[src/rtl/ula_arbitro.sv]
// Two-port arbiter that time-shares one external combinational ula (add/sub).
// Build option ULA_ARB_PRIORIDADE_FIXA_EN: porta 0 always wins on contention instead of round-robin.
//
// state    | meaning
// OCIOSO   | idle; arbitrates req0/req1, latches winner's operands on grant
// EXECUTA  | operands held on ula_a/ula_b/ula_sel, ula output settling
// RESPONDE | resultado valid, done pulse to the winner
module ula_arbitro #(
  parameter int LARGURA = 16
) (
  input  logic               clk,
  input  logic               rst,
  input  logic               req0,
  input  logic [LARGURA-1:0] a0,
  input  logic [LARGURA-1:0] b0,
  input  logic               sel0,
  output logic               done0,
  input  logic               req1,
  input  logic [LARGURA-1:0] a1,
  input  logic [LARGURA-1:0] b1,
  input  logic               sel1,
  output logic               done1,
  output logic [LARGURA-1:0] resultado,
  output logic               ocupado,
  output logic [LARGURA-1:0] ula_a,
  output logic [LARGURA-1:0] ula_b,
  output logic               ula_sel,
  input  logic [LARGURA-1:0] ula_saida
);

  typedef enum logic [1:0] {OCIOSO, EXECUTA, RESPONDE} estado_t;

  estado_t estado, proximo;
  logic    vencedor;
  logic    concede;
  logic    escolha;
`ifndef ULA_ARB_PRIORIDADE_FIXA_EN
  logic    ultimo;
`endif

  always_comb begin
    proximo = estado;
    concede = 1'b0;
    escolha = 1'b0;
    case (estado)
      OCIOSO: begin
        if (req0 || req1) begin
          concede = 1'b1;
          proximo = EXECUTA;
`ifdef ULA_ARB_PRIORIDADE_FIXA_EN
          escolha = ~req0;
`else
          // on contention the port that was not served last wins
          escolha = (req0 && req1) ? ~ultimo : req1;
`endif
        end
      end
      EXECUTA:  proximo = RESPONDE;
      RESPONDE: proximo = OCIOSO;
      default:  proximo = OCIOSO;
    endcase
  end

  always_ff @(posedge clk) begin
    if (rst) begin
      estado    <= OCIOSO;
      vencedor  <= 1'b0;
      ula_a     <= '0;
      ula_b     <= '0;
      ula_sel   <= 1'b0;
      resultado <= '0;
`ifndef ULA_ARB_PRIORIDADE_FIXA_EN
      ultimo    <= 1'b1;
`endif
    end else begin
      estado <= proximo;
      if (concede) begin
        vencedor <= escolha;
        ula_a    <= escolha ? a1 : a0;
        ula_b    <= escolha ? b1 : b0;
        ula_sel  <= escolha ? sel1 : sel0;
      end
      if (estado == EXECUTA) resultado <= ula_saida;
`ifndef ULA_ARB_PRIORIDADE_FIXA_EN
      if (estado == RESPONDE) ultimo <= vencedor;
`endif
    end
  end

  assign done0   = (estado == RESPONDE) && !vencedor;
  assign done1   = (estado == RESPONDE) &&  vencedor;
  assign ocupado = (estado != OCIOSO);

endmodule

[config.mk]
export PLATFORM = sky130hd
export DESIGN_NAME = ula_arbitro
export DESIGN_NICKNAME = d
export VERILOG_FILES = /design/src/rtl/ula_arbitro.sv
export SDC_FILE = /design/constraint.sdc
export NUM_CORES = 1
export LEC_CHECK = 0
export CAP_MARGIN = 0
export CORE_MARGIN = 2
export CORE_UTILIZATION = 30
export CTS_BUF_LIST = sky130_fd_sc_hd__clkbuf_4 sky130_fd_sc_hd__clkbuf_8 sky130_fd_sc_hd__clkbuf_16
export CTS_CLUSTER_DIAMETER = 100
export DETAILED_ROUTE_END_ITERATION = 10
export PLACE_DENSITY = 0.71
export SLEW_MARGIN = 10
export SYNTH_ARGS = -nofsm -noshare
export SYNTH_HDL_FRONTEND = slang
export SYNTH_SLANG_ARGS = --single-unit
[constraint.sdc]
create_clock -name clk -period 1.6 [get_ports clk]
set_clock_uncertainty 0.05 [all_clocks]
set_input_delay 0.4 -clock clk [delete_from_list [all_inputs] [get_ports clk]]
set_output_delay 0.4 -clock clk [all_outputs]
set_load 0.02 [all_outputs]
==> results.txt <==
Summed over all layers, the global routing overflow is 0. The number of failing hold endpoints at the final stage is 0. The total non-filler cell area in the finished layout came out at between 4000 and 5000 um^2. The worst reg2reg path startpoint is estado[1]. The hold slack came out at 0.411 ns.

The CTS root buffer is sky130_fd_sc_hd__clkbuf_8. The endpoint identified for the worst register-to-register timing path is ula_b[7]. Routability-driven placement finished with a final weighted congestion of just over 0.7. The post-synthesis cell count came out at approximately 280. The overall global routing resource usage is ~17%.

The number of nets in the layout came out at 512. Total power for the finished layout comes to between 3 and 4 mW. The final antenna diode count came out at 0. The worst setup path is launched from a flop. The critical-path cell with the highest stage delay is sky130_fd_sc_hd__or3_4. The number of filler cells placed in the layout is about 700. Compared with the post-synthesis result, the final layout area differs by 81.5%. Tracing the worst setup path back leads to its startpoint at estado[1]. The number of setup violations in the final report came out at 21. The post-layout instance count excluding filler cells is around 530. The standard-cell row count is 32. The mean instance size in the synthesized netlist came out at between 8 and 9 um^2. The run finished, with violations left.

The x dimension of the die came out at roughly 94 um. Data on the critical path is required at its endpoint by around 1.8 ns. Max-cap violations in this run came to 0. The count of clock tree sinks is 53.

The headroom to the max-slew limit is approximately three quarters. The timing-limited maximum frequency came out at ~600 MHz. After detailed routing, the number of remaining DRC violations is 0. Following the worst setup path forward leads to its endpoint at ula_b[7].

The total via count in the routed design came out at around 2500. The worst path uses 103% of the clock period. The number of instances in the placed design is 510. The maximum clock path buffer count is 2. The die extent in y is between 90 and 100 um.

For flop-to-flop paths, the worst setup slack is -0.05 ns. TritonCTS built the clock tree. The detailed-route wire length came out at 7.91 mm. The path depth of the worst reg2reg path came out at 6.

Across all setup checks in the final design, the least slack found is -0.0534 ns. The sequential cell area fraction in the yosys report is about 44%. Entering global routing, the biggest net connects 35 pins. The number of nets in the synthesized netlist is approximately 360. The number of antenna violations at the first check in global routing is 0.

The maximum fanout along the worst path came out at 6. The tightest min-delay check is of the flop to flop type. The global-route wire length before repair is 12.2 mm. The half-perimeter wire length after detailed placement is roughly 5.2 mm.

The number of unique standard cell types used by synthesis is 22. The CTS buffer count came out at 5. The first detailed-routing pass took 4 iterations. The final sum of negative setup slack came out at -0.498 ns. The via count of the first global-routing pass came out at about 2500. Dividing the detail-routed wire length by the instance count gives roughly 15 um. Dividing the detail-routed via count by the number of cells gives about 4.7. Summed over all cells, the static leakage comes to 1.83 nW.

The starting utilization of the core area came out at a little under a third. The detailed router finished its first iteration with 74 violations. The ratio of cells with drive above 1 in the final layout is a little under a fifth. The type of the setup path with the least slack is flop to flop.

The post-detailed-placement cell area is about 4000 um^2. The post-detailed-route count of antenna-violating nets came out at 0. Setup repair after global routing could not meet its margin everywhere.

Yosys printed 0 warnings. The post-route minimum period came out at 1.65 ns. The power density over the cells came out at 812 nW/um^2. The top cell types in the final layout, fill and taps aside, are 83 x sky130_fd_sc_hd__clkdlybuf4s50_1, 52 x sky130_fd_sc_hd__dfxtp_1, 51 x sky130_fd_sc_hd__dlygate4sd2_1.

The pre-CTS setup slack came out at -0.560 ns. The library cell used most frequently in the layout, excluding fill and tap cells, is sky130_fd_sc_hd__clkdlybuf4s50_1. For the pin with the worst max-slew slack, the measured transition is between 0.3 and 0.4 ns.

The worst setup path is captured at a flop. The count of pins over their slew limit is 0. The clock transition at the registers of the reported paths is approximately 0.11 ns. The worst-case IR drop observed on VDD is around 400 uV.

The quantity of I/O buffers inserted on ports is ~140. Measured on the finished design, the core utilization comes to a little under three fifths. The core region is slightly below 8000 um^2. The synthesized flop and latch total is 53.

In this design, the stage delay of the slowest critical-path cell is just under 0.5 ns. The count of hold-fix buffers inserted at cts came out at 0. The summed instance area of the synthesized netlist is between 2000 and 2500 um^2.

The die area came out at approximately 8800 um^2. The clock latency on the worst-skew pair came out at about 0.30 ns. The H-tree generated during clock tree synthesis spans 2 levels.

Data on the critical path arrives at its endpoint at between 1.5 and 2 ns. The checks that failed: setup timing. Walking the worst path, the cells encountered are buf_6, nor2_4, inv_4, or3_4, buf_12, o32ai_2.

Pin placement for this block handled between 100 and 150 I/O pins.
==> power by group <==
group          internal, mW  switching, mW  leakage [nW]
sequential             1.44         0.0630         0.437
clock                 0.358          0.471        0.0478
combinational         0.635          0.585          1.35
==> metal layers <==
metal  up-vias  track usage, %  share of wire (%)
li1       1238               -                  -
met1      1182            22.8                 45
met2        76            29.4                 48
met3         2            3.87                6.2
met4         0            2.66               0.18
met5         -               0                  0
==> logic make-up (layout without fill, tap and decap cells) <==
kind of cell    after synthesis  count (layout)  share of synthesized area, %
flops                        53              53                          44.0
compound gates               90              90                          33.5
simple gates                 74              74                          12.3
buf+inv                      58             210                          10.2
==> critical path, delay by kind of cell (launching register included) <==
family                 cells  cell delay, ns
flip-flops                 1            0.34
AO/OA/AOI/OAI              1            0.23
AND/OR/NAND/NOR            2            0.61
buffers and inverters      3            0.33
==> cell type report <==
cell class / instances / area [um^2] / share of cell area (%)
well taps: 102 / 128 / 2.92
repair buffers: 166 / 1740 / 39.7
flip-flops and latches: 53 / 1060 / 24.3
clock inverters: 2 / 16.3 / 0.372
inverters: 36 / 138 / 3.15
multi-input cells: 164 / 1210 / 27.7
clock buffers: 6 / 82.6 / 1.89
==> state kept, by name, summed over array words and instances (netlist names) <==
signal,count
ula_b,16
resultado,16
vencedor,1
ula_sel,1
estado,2
ultimo,1
ula_a,16
==> timing repair <==
| item | in CTS | in global routing |
|---|---|---|
| buffers inserted | 6 | 0 |
| resized for setup | 78 | 8 |
| pin swaps | 30 | 12 |
| cloned | 5 | 2 |
| setup endpoints to repair | 84 | 32 |
==> synth_stat cells <==
cell | count | share of area [%]
sky130_fd_sc_hd__a21boi_1 | 1 | 0.31
sky130_fd_sc_hd__a211o_1 | 1 | 0.36
sky130_fd_sc_hd__o21bai_1 | 1 | 0.31
sky130_fd_sc_hd__a211oi_1 | 1 | 0.31
sky130_fd_sc_hd__or3_1 | 1 | 0.26
sky130_fd_sc_hd__a221oi_1 | 1 | 0.36
sky130_fd_sc_hd__o32ai_1 | 3 | 1.1
sky130_fd_sc_hd__clkbuf_1 | 15 | 2.3
sky130_fd_sc_hd__a21oi_1 | 49 | 10
sky130_fd_sc_hd__nand2b_1 | 2 | 0.52
sky130_fd_sc_hd__buf_2 | 4 | 0.83
sky130_fd_sc_hd__a21bo_2 | 1 | 0.42
sky130_fd_sc_hd__nor2b_1 | 1 | 0.26
sky130_fd_sc_hd__nand2_1 | 33 | 5.1
sky130_fd_sc_hd__dfxtp_1 | 53 | 44
sky130_fd_sc_hd__o21ai_0 | 3 | 0.62
sky130_fd_sc_hd__nor2_1 | 36 | 5.6
sky130_fd_sc_hd__o32ai_2 | 29 | 20
sky130_fd_sc_hd__inv_2 | 2 | 0.31
sky130_fd_sc_hd__nor2_4 | 1 | 0.47
sky130_fd_sc_hd__buf_6 | 3 | 1.4
sky130_fd_sc_hd__inv_1 | 34 | 5.3
==> how the worst min path moves through the flow <==
stage	startpoint	endpoint	cells after the start
after floorplan	ultimo	ultimo	1
after global placement	resultado[11]	resultado[11]	2
after detailed placement	resultado[4]	resultado[4]	2
after CTS	resultado[4]	resultado[4]	2
after global routing	resultado[6]	resultado[6]	2
final	resultado[5]	resultado[5]	2
Power figures use the tool's default switching activity.
